## src/rtl/seven_seg_capture.sv

```systemverilog
// Seven-segment display capture: samples a multiplexed, active-low
// segment/select bus, decodes each digit to hex, and assembles frames.
module seven_seg_capture #(
  parameter int SETTLE_CYCLES = 16,
  parameter int STABLE_FRAMES = 4
) (
  input  logic        clk,
  input  logic        RESETn,
  input  logic [7:0]  Seven_segment_out,
  input  logic [3:0]  Seven_segment_sel,
  input  logic        err_clr,
  output logic [15:0] frame_data,
  output logic [3:0]  frame_dp,
  output logic        frame_valid,
  output logic        frame_stable,
  output logic        pattern_err,
  output logic        sel_err
);

  localparam int CW = (SETTLE_CYCLES > 1) ? $clog2(SETTLE_CYCLES) : 1;
  localparam logic [CW-1:0] CNT_LAST = CW'(SETTLE_CYCLES - 1);

  typedef enum logic [1:0] {
    ST_WAIT,
    ST_SETTLE,
    ST_HOLD
  } state_t;

  // Synchronizer and change-detect registers
  logic [7:0] seg_s1_q, seg_s2_q, seg_prev_q;
  logic [3:0] sel_s1_q, sel_s2_q, sel_prev_q;
  logic       in_change;

  // FSM state and registered sample strobe
  state_t        state_q;
  logic [CW-1:0] cnt_q;
  logic          smp_q;
  logic [7:0]    smp_seg_q;
  logic [3:0]    smp_sel_q;

  // Decode results
  logic [6:0] pat;
  logic [3:0] dec_nib;
  logic       dec_ok;
  logic [3:0] sel_hit;
  logic       sel_blank;
  logic       sel_legal;
  logic [3:0] cap_hit;

  // Pending frame assembly
  logic [15:0] digits_q, digits_d;
  logic [3:0]  dp_q, dp_d;
  logic [3:0]  mask_q, mask_d;
  logic        frame_fire;

  // Output frame and stability tracking
  logic [15:0] frame_data_q;
  logic [3:0]  frame_dp_q;
  logic        frame_valid_q;
  logic        frame_stable_q;
  logic [2:0]  stab_q, stab_d;
  logic        frame_same;

  // Sticky error flags
  logic pattern_err_q, sel_err_q;
  logic perr_set, serr_set;

  // Two-flop synchronizers plus a one-cycle history for change detection
  always_ff @(posedge clk or negedge RESETn) begin
    if (!RESETn) begin
      seg_s1_q   <= '1;
      seg_s2_q   <= '1;
      seg_prev_q <= '1;
      sel_s1_q   <= '1;
      sel_s2_q   <= '1;
      sel_prev_q <= '1;
    end else begin
      seg_s1_q   <= Seven_segment_out;
      seg_s2_q   <= seg_s1_q;
      seg_prev_q <= seg_s2_q;
      sel_s1_q   <= Seven_segment_sel;
      sel_s2_q   <= sel_s1_q;
      sel_prev_q <= sel_s2_q;
    end
  end

  assign in_change = ({sel_s2_q, seg_s2_q} != {sel_prev_q, seg_prev_q});

  // Settle FSM: waits for a quiet bus, then issues one registered sample
  always_ff @(posedge clk or negedge RESETn) begin
    if (!RESETn) begin
      state_q   <= ST_WAIT;
      cnt_q     <= '0;
      smp_q     <= 1'b0;
      smp_seg_q <= '1;
      smp_sel_q <= '1;
    end else begin
      smp_q <= 1'b0;
      case (state_q)
        ST_WAIT: begin
          if (in_change) begin
            state_q <= ST_SETTLE;
            cnt_q   <= '0;
          end
        end
        ST_SETTLE: begin
          if (in_change) begin
            cnt_q <= '0;
          end else if (cnt_q == CNT_LAST) begin
            smp_q     <= 1'b1;
            smp_seg_q <= seg_s2_q;
            smp_sel_q <= sel_s2_q;
            state_q   <= ST_HOLD;
          end else begin
            cnt_q <= cnt_q + 1'b1;
          end
        end
        ST_HOLD: begin
          if (in_change) begin
            state_q <= ST_SETTLE;
            cnt_q   <= '0;
          end
        end
        default: begin
          state_q <= ST_WAIT;
          cnt_q   <= '0;
        end
      endcase
    end
  end

  // Segment pattern to hex nibble
  always_comb begin
    pat     = ~smp_seg_q[6:0];
    dec_ok  = 1'b1;
    dec_nib = '0;
    case (pat)
      7'h3F: dec_nib = 4'h0;
      7'h06: dec_nib = 4'h1;
      7'h5B: dec_nib = 4'h2;
      7'h4F: dec_nib = 4'h3;
      7'h66: dec_nib = 4'h4;
      7'h6D: dec_nib = 4'h5;
      7'h7D: dec_nib = 4'h6;
      7'h07: dec_nib = 4'h7;
      7'h7F: dec_nib = 4'h8;
      7'h6F: dec_nib = 4'h9;
      7'h77: dec_nib = 4'hA;
      7'h7C: dec_nib = 4'hB;
      7'h39: dec_nib = 4'hC;
      7'h5E: dec_nib = 4'hD;
      7'h79: dec_nib = 4'hE;
      7'h71: dec_nib = 4'hF;
      default: dec_ok = 1'b0;
    endcase
  end

  // One-cold select to one-hot digit position; blanking and multi-low are not legal
  always_comb begin
    sel_hit = '0;
    case (smp_sel_q)
      4'b1110: sel_hit = 4'b0001;
      4'b1101: sel_hit = 4'b0010;
      4'b1011: sel_hit = 4'b0100;
      4'b0111: sel_hit = 4'b1000;
      default: sel_hit = '0;
    endcase
    sel_blank = (smp_sel_q == 4'hF);
    sel_legal = |sel_hit;
    cap_hit   = smp_q ? sel_hit : 4'b0000;
  end

  assign frame_fire = (mask_q == 4'hF);

  // Pending digit/dp/mask update; a completed mask clears before the new capture is merged
  always_comb begin
    digits_d = digits_q;
    dp_d     = dp_q;
    mask_d   = frame_fire ? 4'b0000 : mask_q;
    mask_d   = mask_d | cap_hit;
    for (int unsigned i = 0; i < 4; i++) begin
      if (cap_hit[i]) begin
        if (dec_ok) begin
          digits_d[i*4 +: 4] = dec_nib;
        end
        dp_d[i] = ~smp_seg_q[7];
      end
    end
  end

  // Pending frame registers
  always_ff @(posedge clk or negedge RESETn) begin
    if (!RESETn) begin
      digits_q <= '0;
      dp_q     <= '0;
      mask_q   <= '0;
    end else begin
      digits_q <= digits_d;
      dp_q     <= dp_d;
      mask_q   <= mask_d;
    end
  end

  // Stable-run counter: saturates at 7, restarts at 1 on a changed frame
  always_comb begin
    frame_same = (digits_q == frame_data_q) && (dp_q == frame_dp_q);
    if (frame_same) begin
      stab_d = (stab_q == 3'd7) ? 3'd7 : stab_q + 3'd1;
    end else begin
      stab_d = 3'd1;
    end
  end

  // Frame publish: data, dp, valid pulse and stability level change together
  always_ff @(posedge clk or negedge RESETn) begin
    if (!RESETn) begin
      frame_data_q   <= '0;
      frame_dp_q     <= '0;
      frame_valid_q  <= 1'b0;
      frame_stable_q <= 1'b0;
      stab_q         <= '0;
    end else begin
      frame_valid_q <= frame_fire;
      if (frame_fire) begin
        frame_data_q   <= digits_q;
        frame_dp_q     <= dp_q;
        stab_q         <= stab_d;
        frame_stable_q <= ({29'd0, stab_d} >= 32'(STABLE_FRAMES));
      end
    end
  end

  assign perr_set = smp_q && sel_legal && !dec_ok;
  assign serr_set = smp_q && !sel_legal && !sel_blank;

  // Sticky error flags; a same-cycle error event takes priority over the clear
  always_ff @(posedge clk or negedge RESETn) begin
    if (!RESETn) begin
      pattern_err_q <= 1'b0;
      sel_err_q     <= 1'b0;
    end else begin
      if (perr_set) begin
        pattern_err_q <= 1'b1;
      end else if (err_clr) begin
        pattern_err_q <= 1'b0;
      end
      if (serr_set) begin
        sel_err_q <= 1'b1;
      end else if (err_clr) begin
        sel_err_q <= 1'b0;
      end
    end
  end

  assign frame_data   = frame_data_q;
  assign frame_dp     = frame_dp_q;
  assign frame_valid  = frame_valid_q;
  assign frame_stable = frame_stable_q;
  assign pattern_err  = pattern_err_q;
  assign sel_err      = sel_err_q;

endmodule

```

## config.mk

```make
export PLATFORM = sky130hd
export DESIGN_NAME = seven_seg_capture
export DESIGN_NICKNAME = d
export VERILOG_FILES = /design/src/rtl/seven_seg_capture.sv
export SDC_FILE = /design/constraint.sdc
export NUM_CORES = 1
export LEC_CHECK = 0
export ABC_CLOCK_PERIOD_IN_PS = 1950
export BUFFER_PORTS_ARGS = -buffer_cell sky130_fd_sc_hd__buf_2
export CAP_MARGIN = 20
export CORE_ASPECT_RATIO = 2
export CORE_MARGIN = 4
export CORE_UTILIZATION = 40
export DETAILED_ROUTE_END_ITERATION = 7
export PLACE_DENSITY = 0.61
export SYNTH_ARGS = -nofsm -noshare
export SYNTH_HDL_FRONTEND = slang
export SYNTH_SLANG_ARGS = --single-unit
```

## constraint.sdc

```tcl
create_clock -name clk -period 1.95 [get_ports clk]
set_input_delay 0.195 -clock clk [delete_from_list [all_inputs] [get_ports clk]]
set_output_delay 0.195 -clock clk [all_outputs]
set_load 0.02 [all_outputs]
```

[After elaboration in Yosys (flattened, before gate mapping)]
Index checks and enable logic that the tools add are counted.
Operators by class
  add/sub/neg operators: 2
  magnitude comparators: 1
  equal/unequal tests: 33
  multiplexer cells: 21
  bitwise gates (word level): 4
  reductions and logical operators: 21
Operator list (count)
  7-bit equality test (second input constant): 12
  4-bit one-hot mux with 15 select lines: 1
  4-bit equality test (second input constant): 6
  4-bit two-way mux: 5
  16-bit equality test: 1
  4-bit one-hot mux with 4 select lines: 1
  16-bit OR reduction: 1
  7-bit by 3-bit equality test with 1-bit output (second input constant): 2
  7-bit by 6-bit equality test with 1-bit output (second input constant): 2
  12-bit inequality test: 1
  2-bit AND reduction: 5
  4-bit one-hot mux with 2 select lines: 1
  1-bit two-way mux: 7
  7-bit inverter: 1
  2-bit two-way mux: 3
  3-bit two-way mux: 2
  3-bit AND reduction: 2
  1-bit logical AND: 5
  4-bit by 1-bit adder with 4-bit output (second input constant): 1
  4-bit by 3-bit equality test with 1-bit output (second input constant): 1
  4-bit equality test: 1
  2-bit inequality test (second input constant): 2
  4-bit bitwise OR: 1
  2-bit one-hot mux with 2 select lines: 1
  13 further kinds: 17
Word-level totals
  bits in registers: 106
  input bits: 15
  word-level logic and storage cells: 109

[Longest topological paths before layout]
Gate-level depths: netlist of the first run.
  word-level depth: 7
  mapped depth: 6
  mapped depth without buffers: 6

[Worst setup path after synthesis of the first run]
Ideal clock, no wire load.
  kind: reg-to-reg
  start: reg smp_seg_q[0]
  end: reg digits_q[12]
  library setup time: 0.128 ns
  arrival: 1.903 ns
  path slack: -0.081 ns
  cell stages (with the launch flop): 6
  path buffers: 0
  cells stage by stage: dfstp_2 or4_4 or3_4 o211ai_4 o31a_4 mux2_1
On the way
  cells in the longest elaborated chain, start to end: 5
  elaborated cells between the ends (all ways): 21
  those cells by class: eq/ne: 16; mux: 2; bitwise: 1; reduce/logical: 2
Ends and longest elaborated chain
  start: declaration: line 38  | logic [7:0] smp_seg_q;
  start signal: assignment: line 111  | smp_seg_q <= seg_s2_q;
  7-bit inverter *: line 134  | pat = ~smp_seg_q[6:0];
  7-bit equality test, or another cell as far along: line 137  | case (pat)
  16-bit OR reduction (no source line)
  1-bit two-way mux: line 137
  2-bit AND reduction (no source line)
  end signal: assignment: line 198  | digits_q <= digits_d;
  end: declaration: line 51  | logic [15:0] digits_q, digits_d;
Mark *: on every way between the ends. The rest lies on a longest branch, timed or not.
A chain may end at the register's enable or synchronous reset.

[Worst setup path after layout of the first run]
  start: reg smp_seg_q[0]
  end: reg digits_q[13]
The elaborated chain is that of the path after synthesis.

==> metrics.txt, run 1 <==
area delta synth->final 29.6%; proportion of netlist area held by the largest area contributor 0.316; antenna fix cells 0; IO Port Bufs 38; full die area 0.0132 sq mm; pin count of the biggest net entering global routing 35; type of destination of the critical path register; sequential share of the synthesized area 0.595; number of endpoints failing setup at the final stage 9; height of the die around 160 microns; total count of hold-check failures in the final report 0; overall track demand over capacity in global routing 0.148; Core Footprint 0.0110 sq mm; number of max-slew violations in the final report 0; placed cell area about 0.0052 sq mm; layout cells sized above 1 0.420; post-DR wirelength/cell 15.2 microns; clock latency at the later pin of the worst-skew pair 0.35 ns; via count of the first global-routing pass roughly 3200; worst min-delay path class primary input to register; clock buffers created by TritonCTS 9; required time of the critical path 2.18 ns; syn nets 393; combinational group share of total power 0.032; dominant cells by area after synthesis sky130_fd_sc_hd__dfrtp_1 (32%), sky130_fd_sc_hd__dfstp_2 (28%), sky130_fd_sc_hd__nand2_1 (5.9%); highest net fanout along the worst path 5; final instance area 0.00585 sq mm; most common cell after layout, fill and taps aside sky130_fd_sc_hd__nand2_1; max-slew headroom at the worst pin 0.697; Worst Skew 0.0113 ns; number of core rows 54; switching power 0.000855 W; Post-Syn Area 0.00451 sq mm; total vias in the final route 3101; number of library cell types mapped by synthesis 57; Cells after Synth between 300 and 400; part of the power in the clock network 0.434; post-placement setup slack -0.126 ns; slowest CP cell sky130_fd_sc_hd__or4_4; part of the power in registers 0.533; Internal 0.00341 W; die extent in x 83.1 microns; least setup slack across all paths after layout -0.125 ns; Max Freq 0.482 GHz; final critical-path required period 2.08 ns; H-tree depth 3; final sum of negative setup slack -0.845 ns; average instance area after synthesis 12.0 sq um; clock tree from TritonCTS yes; post-detailed-route count of antenna-violating nets 0; clock edge transition at the registers on the reported setup and hold paths 0.07 ns; share of flip-flops with an asynchronous set or reset after synthesis 1.00; largest vdd supply drop a little under 0.5 mV; power per cell area about 730 mW/mm^2; outcome finished, violations left; clock root cell sky130_fd_sc_hd__clkbuf_16; top cell type by total area after synthesis sky130_fd_sc_hd__dfrtp_1; HPWL after DPL just under 7 mm; Worst Path Buf+Inv 0; fraction of power spent switching nets 0.201; GPL Wtd Cong 0.838; worst hold margin a little under 0.2 ns; predominant post-synthesis flop cell sky130_fd_sc_hd__dfrtp_1; DRC violation count after routing 0; Crit path largest cell delay 0.53 ns; fill cell count 950; count of synthesis-stage warnings from yosys 0; highest-count cells in the layout ignoring fill and taps sky130_fd_sc_hd__nand2_1 (71), sky130_fd_sc_hd__dfrtp_1 (57), sky130_fd_sc_hd__dfstp_2 (48); data arrival time at the worst-slack endpoint 2.30 ns; number of clock sinks between 100 and 150; Boundary Pins 39; RSZ-0062 raised after global routing yes; number of max-capacitance violations reported 0; Initial Utilization 0.410; vias per cell 5.08; cell family with the largest share of critical-path delay simple AND/OR/NAND/NOR gates; Initial DRC Count 105; number of buffers on the longest clock path 2; violated checks setup timing; worst slew pin tran 0.451 ns; initial antenna violation count 0; CP Cell Sequence or4_4, or3_4, o211ai_4, o31a_4, mux2_1; wire length of the first global-routing pass about 16 mm; Post-layout nets 483; share of the clock period used by the worst path after layout 1.06; LEAKAGE 2.78 nW; number of enable-type register cells in the synthesized netlist 0; remaining global-route overflow 0; Final Routed Wirelength a little over 9 mm; synthesized flop and latch total 105; type of the worst setup path register to register; post-route core utilization 0.531; Critical Path Source Type register; total iterations of the first detailed-routing run 4
-- stage by stage --
step / instances / power, W
2_1_floorplan: 376 / 0.00232
3_3_place_gp: 577 / 0.00241
3_5_place_dp: 577 / 0.00241
4_1_cts: 606 / 0.00430
5_1_grt: 611 / 0.00445
6_report: 611 / 0.00426
-- timing repair --
item                                    CTS  global route
hold buffers                             13             0
endpoints found under the setup margin   10            29
endpoints found under the hold margin    31             0
cloned                                    0             1
pin swaps                                 0             8
gates resized for setup                   3            29
setup buffers                             0             4
-- worst min-delay path: stages --
cell	delay, ns
sky130_fd_sc_hd__buf_2	0.10
sky130_fd_sc_hd__inv_1	0.09
sky130_fd_sc_hd__a32o_1	0.13
-- cells by family (layout without fill, tap and decap cells) --
family,count (synthesis),in the layout,synth area share
AND/OR/NAND/NOR,135,135,0.147
XOR/XNOR,34,34,0.0660
AO/OA/AOI/OAI,60,60,0.113
multiplexers,21,21,0.0529
adder cells (fa/ha/maj),3,3,0.00776
buffers and inverters,18,113,0.0180
flip-flops,105,105,0.595
-- area by class of cell --
class | instances | area, sq um | area share
clock inverters | 2 | 15.0 | 0.00257
clock buffers | 14 | 307 | 0.0524
inverters | 3 | 11.3 | 0.00192
flip-flops and latches | 105 | 2690 | 0.459
multi-input cells | 253 | 1910 | 0.327
well taps | 140 | 175 | 0.0299
repair buffers | 94 | 742 | 0.127
-- synth_stat cells (4+ instances only) --
cell type / number
sky130_fd_sc_hd__nand2_1: 71
sky130_fd_sc_hd__dfrtp_1: 57
sky130_fd_sc_hd__dfstp_2: 48
sky130_fd_sc_hd__xor2_1: 20
sky130_fd_sc_hd__a21oi_1: 19
sky130_fd_sc_hd__nor2_1: 14
sky130_fd_sc_hd__xnor2_1: 14
sky130_fd_sc_hd__mux2_2: 12
sky130_fd_sc_hd__nand3_1: 9
sky130_fd_sc_hd__buf_2: 8
sky130_fd_sc_hd__nand4_1: 8
sky130_fd_sc_hd__mux2_1: 7
sky130_fd_sc_hd__o21ai_0: 7
sky130_fd_sc_hd__nor3_1: 5
sky130_fd_sc_hd__nor3b_1: 5
sky130_fd_sc_hd__nor4_1: 5
sky130_fd_sc_hd__a21o_1: 4
sky130_fd_sc_hd__a22o_1: 4
sky130_fd_sc_hd__a22o_2: 4
sky130_fd_sc_hd__clkbuf_1: 4
sky130_fd_sc_hd__o31ai_4: 4
-- flip-flops by register name (all words and copies together), names as in the netlist, 4 cells and up --
register and count:
cnt_q 4, digits_q 16, dp_q 4, frame_data 16, frame_dp 4, mask_q 4, seg_prev_q 8, seg_s1_q 8
seg_s2_q 8, sel_prev_q 4, sel_s1_q 4, sel_s2_q 4, smp_seg_q 8, smp_sel_q 4
-- worst paths after layout --
kind,from,to,slack (ns),cells after the start
hold reg to reg,seg_s1_q[6],seg_s2_q[6],0.35,0
hold / removal,err_clr,sel_err,0.20,3
setup / recovery,smp_seg_q[0],digits_q[13],-0.13,5
max in group asynchronous,RESETn,smp_seg_q[1],1.02,3
min in group asynchronous,RESETn,stab_q[1],0.33,2
setup reg to reg,smp_seg_q[0],digits_q[13],-0.13,5
-- power groups by stage --
stage	logic [W]	clock network, W	registers [W]
2_1_floorplan	0.0000178	0	0.00230
3_3_place_gp	0.000100	0	0.00230
3_5_place_dp	0.000101	0	0.00231
4_1_cts	0.000121	0.00191	0.00227
5_1_grt	0.000156	0.00202	0.00228
6_report	0.000138	0.00185	0.00227
-- metal layers --
metal  part of all wire  global-route usage  vias up
li1                   -                   -     1480
met1               0.37               0.150     1547
met2               0.57               0.281       55
met3              0.033              0.0380       19
met4              0.027              0.0701        0
met5                  0                   0        -
Note: power is estimated with default switching activity, not from simulation.
==> run 2, diff against run 1 <==
- CORE_UTILIZATION: 40 -> 53
- PLACE_DENSITY: 0.61 -> 0.77
==> metrics.txt, run 2 (synthesis results as in run 1) <==
Initial DRC Count 157; Max Freq 0.476 GHz; worst slew pin tran 0.493 ns; HPWL after DPL 6.65 mm; total iterations of the first detailed-routing run 4; Initial Utilization 0.544; pin count of the biggest net entering global routing 40; final critical-path required period 2.10 ns; most common cell after layout, fill and taps aside sky130_fd_sc_hd__nand2_1; type of destination of the critical path register; post-detailed-route count of antenna-violating nets 0; clock root cell sky130_fd_sc_hd__clkbuf_16; Worst Skew 0.0100 ns; data arrival time at the worst-slack endpoint about 2.3 ns; overall track demand over capacity in global routing 0.197; clock buffers created by TritonCTS 9; RSZ-0062 raised after global routing yes; number of core rows 47; vias per cell 5.66; worst min-delay path class primary input to register; initial antenna violation count 0; fill cell count roughly 560; Post-layout nets 481; power per cell area a little over 700 mW/mm^2; largest vdd supply drop 0.656 mV; area of all sequential standard cells 0.00269 sq mm; GPL Wtd Cong 0.860; LEAKAGE 2.73 nW; clock tree from TritonCTS yes; number of max-slew violations in the final report 0; number of endpoints failing setup at the final stage 9; placed cell area 0.00508 sq mm; Boundary Pins 39; area occupied by multi-input gates 0.00191 sq mm; number of buffers on the longest clock path 2; clock edge transition at the registers on the reported setup and hold paths 0.07 ns; share of the clock period used by the worst path after layout 1.08; required time of the critical path 2.18 ns; highest-count cells in the layout ignoring fill and taps sky130_fd_sc_hd__nand2_1 (70), sky130_fd_sc_hd__dfrtp_1 (57), sky130_fd_sc_hd__dfstp_2 (48); outcome finished, violations left; final sum of negative setup slack -0.940 ns; via count of the first global-routing pass 3279; die extent in x 73.3 microns; max-slew headroom at the worst pin 0.672; post-DR wirelength/cell 17.0 microns; type of the worst setup path register to register; height of the die 139 microns; full die area 0.0101 sq mm; IO Port Bufs 38; H-tree depth 3; Worst R2R Setup Slack -0.15 ns; clock latency at the later pin of the worst-skew pair approximately 0.35 ns; remaining global-route overflow 0; number of clock sinks 105; final instance area around 0.0057 sq mm; Critical Path Source Type register; total vias in the final route 3212; number of max-capacitance violations reported 0; layout cells sized above 1 0.416; wire length of the first global-routing pass 15.3 mm; area delta synth->final 26.2%; Final Routed Wirelength slightly below 10 mm; antenna fix cells 0; violated checks setup timing; DRC violation count after routing 0; total count of hold-check failures in the final report 0; Core Footprint 0.00829 sq mm; highest net fanout along the worst path 7; least setup slack across all paths after layout -0.151 ns
[run 2: changes by cell type in the layout (fill, tap and decap cells not counted), moves of 2 or more]
cell	change
sky130_fd_sc_hd__buf_12	-3
sky130_fd_sc_hd__buf_6	+2
sky130_fd_sc_hd__clkbuf_1	+2
sky130_fd_sc_hd__clkbuf_16	-2
sky130_fd_sc_hd__clkinv_2	+2
sky130_fd_sc_hd__mux2_1	-4
sky130_fd_sc_hd__mux2_2	-10
sky130_fd_sc_hd__mux2_4	+14
sky130_fd_sc_hd__nor4_1	+2
sky130_fd_sc_hd__nor4_4	-2
sky130_fd_sc_hd__xor2_1	+3
sky130_fd_sc_hd__xor2_2	-3
[run 2: where the power goes]
group	total, W	internal (W)	switching, W
Sequential	0.00227	0.00225	0.0000217
Combinational	0.000122	0.0000556	0.0000663
Clock	0.00163	0.000897	0.000731
[run 2: critical path, stage by stage (launching register included)]
cell	delay [ns]
sky130_fd_sc_hd__dfstp_2	0.60
sky130_fd_sc_hd__nor3b_1	0.36
sky130_fd_sc_hd__a22oi_2	0.17
sky130_fd_sc_hd__o211ai_4	0.34
sky130_fd_sc_hd__o31a_4	0.21
sky130_fd_sc_hd__mux2_4	0.30
[run 2: final timing paths]
check	cells after the start	end	from
setup reg to reg	5	digits_q[12]	smp_seg_q[5]
min in group asynchronous	2	stab_q[0]	RESETn
setup / recovery	5	digits_q[12]	smp_seg_q[5]
hold / removal	3	sel_err	err_clr
hold reg to reg	0	sel_s2_q[1]	sel_s1_q[1]
max in group asynchronous	3	seg_prev_q[2]	RESETn
[run 2: final cells by class]
| type | instances | area share |
|---|---|---|
| Sequential cell | 105 | 0.472 |
| Multi-Input combinational cell | 253 | 0.336 |
| Timing Repair Buffer | 92 | 0.122 |
| Clock buffer | 13 | 0.0439 |
| Tap cell | 98 | 0.0215 |
| Clock inverter | 3 | 0.00307 |
| Inverter | 3 | 0.00198 |
[run 2: stage by stage]
step / util / hold slack (ns) / total power, W / worst slack (ns) / cells
6_report: 0.687 / 0.187 / 0.00402 / -0.151 / 567
5_1_grt: 0.687 / 0.198 / 0.00416 / -0.214 / 567
4_1_cts: 0.665 / 0.190 / 0.00405 / -0.118 / 563
3_5_place_dp: 0.613 / 0.194 / 0.00241 / -0.123 / 534
3_3_place_gp: 0.613 / 0.183 / 0.00240 / -0.0865 / 534
2_1_floorplan: - / -0.101 / 0.00232 / -0.0806 / 376
[run 2: repair_timing]
item                                    in CTS  in global routing
endpoints found under the setup margin      24                 29
resized for setup                            9                 32
pin swaps                                    6                  7
gates cloned                                 0                  1
hold endpoints to repair                    26                  0
hold buffers                                13                  0
setup buffers                                0                  3
[run 2: layer usage]
layer  share of wire  wire (microns)  global-route usage  up-vias
met1            0.35            3340               0.202     1591
met5               0               0                   0        -
met4           0.057             550               0.119        0
li1                -               -                   -     1484
met2            0.56            5370               0.344       96
met3           0.039             374              0.0494       41
==> run 3, diff against run 2 <==
- SKIP_LAST_GASP: unset -> 1
==> metrics.txt, run 3 (synthesis results as in run 1) <==
highest net fanout along the worst path 5; cell family with the largest share of critical-path delay simple AND/OR/NAND/NOR gates; Initial Utilization 0.544; power per cell area just over 700 mW/mm^2; placed cell area 0.00508 sq mm; vias per cell around 5.6; fill cell count 566; Worst Path Buf+Inv 0; most common cell after layout, fill and taps aside sky130_fd_sc_hd__nand2_1; clock root cell sky130_fd_sc_hd__clkbuf_16; Final Routed Wirelength between 9 and 10 mm; area of all sequential standard cells roughly 0.0027 sq mm; CP Cell Sequence or4_4, or3_4, o211ai_4, o31a_4, mux2_1; type of the worst setup path register to register; data arrival time at the worst-slack endpoint ~2.3 ns; worst min-delay path class primary input to register; clock latency at the later pin of the worst-skew pair 0.35 ns; largest vdd supply drop between 0.6 and 0.7 mV; remaining global-route overflow 0; max-slew headroom at the worst pin 0.670; clock tree from TritonCTS yes; final critical-path required period 2.08 ns; Max Freq 0.481 GHz; R2R cell count 5; Worst R2R Setup Slack -0.13 ns; Critical R2R Capture digits_q[14]; required time of the critical path approximately 2.2 ns; number of max-slew violations in the final report 0; area delta synth->final 25.4%; RSZ-0062 raised after global routing yes; Worst Skew 0.00990 ns; worst slew pin tran 0.495 ns; least setup slack across all paths after layout -0.128 ns; DRC violation count after routing 0; worst flop-to-flop path startpoint smp_seg_q[0]; total iterations of the first detailed-routing run 4; antenna fix cells 0; final instance area 0.00566 sq mm; Critical Path Source Type register; startpoint of the worst hold path err_clr; total count of hold-check failures in the final report 0; total vias in the final route around 3200; H-tree depth 3; number of max-capacitance violations reported 0; HPWL after DPL 6.65 mm; Crit path largest cell delay around 0.52 ns; post-DR wirelength/cell 16.9 microns; number of clock sinks 105; outcome finished, violations left; slowest CP cell sky130_fd_sc_hd__or4_4; Post-layout nets 480; area occupied by multi-input gates about 0.0019 sq mm; initial antenna violation count 0; wire length of the first global-routing pass 15.3 mm; full die area 0.0101 sq mm; GPL Wtd Cong 0.860; share of the clock period used by the worst path after layout 1.07; post-route core utilization 0.683; clock edge transition at the registers on the reported setup and hold paths 0.07 ns; pin count of the biggest net entering global routing 40; Core Footprint 0.00829 sq mm; height of the die 139 microns; highest-count cells in the layout ignoring fill and taps sky130_fd_sc_hd__nand2_1 (71), sky130_fd_sc_hd__dfrtp_1 (57), sky130_fd_sc_hd__dfstp_2 (48); via count of the first global-routing pass 3277; LEAKAGE about 2.7 nW; overall track demand over capacity in global routing 0.197; Boundary Pins 39; cell depth of the worst hold path 3; layout cells sized above 1 0.406; number of buffers on the longest clock path 2; CP Depth 5; die extent in x approximately 73 microns; Initial DRC Count 146; IO Port Bufs 38; clock buffers created by TritonCTS 9; number of core rows 47; post-detailed-route count of antenna-violating nets 0; violated checks setup timing; type of destination of the critical path register; number of endpoints failing setup at the final stage 13; hold path endpoint sel_err
run 3: changes by cell type in the layout (fill, tap and decap cells not counted), sizes merged:
cell | previous run | this run
buf | 78 | 77
run 3: worst max path at each step:
| stage | startpoint | end | slack, ns |
|---|---|---|---|
| floorplan | smp_seg_q[0] | digits_q[12] | -0.08 |
| global placement | smp_seg_q[0] | digits_q[14] | -0.09 |
| detailed placement | smp_seg_q[0] | digits_q[12] | -0.12 |
| CTS | smp_seg_q[0] | digits_q[12] | -0.13 |
| global route | smp_seg_q[3] | digits_q[14] | -0.18 |
| finish | smp_seg_q[0] | digits_q[14] | -0.13 |
run 3: through the flow:
step / hold slack, ns / setup TNS [ns] / std cells / total power [W] / setup WS (ns)
2_1_floorplan: -0.101 / -0.338 / 376 / 0.00232 / -0.0806
3_3_place_gp: 0.183 / -0.313 / 534 / 0.00240 / -0.0865
3_5_place_dp: 0.194 / -0.779 / 534 / 0.00241 / -0.123
4_1_cts: 0.190 / -1.03 / 563 / 0.00405 / -0.131
5_1_grt: 0.198 / -2.23 / 566 / 0.00416 / -0.180
6_report: 0.187 / -0.968 / 566 / 0.00402 / -0.128
run 3: worst register-to-register path: stages, from the launching register on:
cell                       delay, ns
sky130_fd_sc_hd__dfstp_2        0.39
sky130_fd_sc_hd__or4_4          0.52
sky130_fd_sc_hd__or3_4          0.36
sky130_fd_sc_hd__o211ai_4       0.17
sky130_fd_sc_hd__o31a_4         0.21
sky130_fd_sc_hd__mux2_1         0.32
run 3: area by class of cell:
class,count,share of cell area
sequential,105,0.475
multi-input combinational,253,0.335
timing repair buffer,91,0.120
clock buffer,13,0.0442
tap,98,0.0217
clock inverter,3,0.00309
inverter,3,0.00199
run 3: where the power goes:
part / leakage, nW / total, W / internal (W) / switching (W)
clock: 0.130 / 0.00163 / 0.000897 / 0.000729
sequential: 1.29 / 0.00227 / 0.00225 / 0.0000219
combinational: 1.30 / 0.000122 / 0.0000556 / 0.0000664
run 3: layer usage:
layer	wire length, microns	global-route usage	vias to the layer above
met5	0	0	-
li1	-	-	1482
met3	350	0.0494	37
met2	5380	0.342	77
met4	498	0.120	0
met1	3350	0.202	1587
run 3: what timing repair did:
item / in CTS / in global routing
pin swaps: 5 / 5
cloned: 0 / 1
resized for setup: 6 / 27
hold endpoints to repair: 26 / 0
setup endpoints to repair: 24 / 29
buffers inserted: 0 / 2
hold buffers: 13 / 0
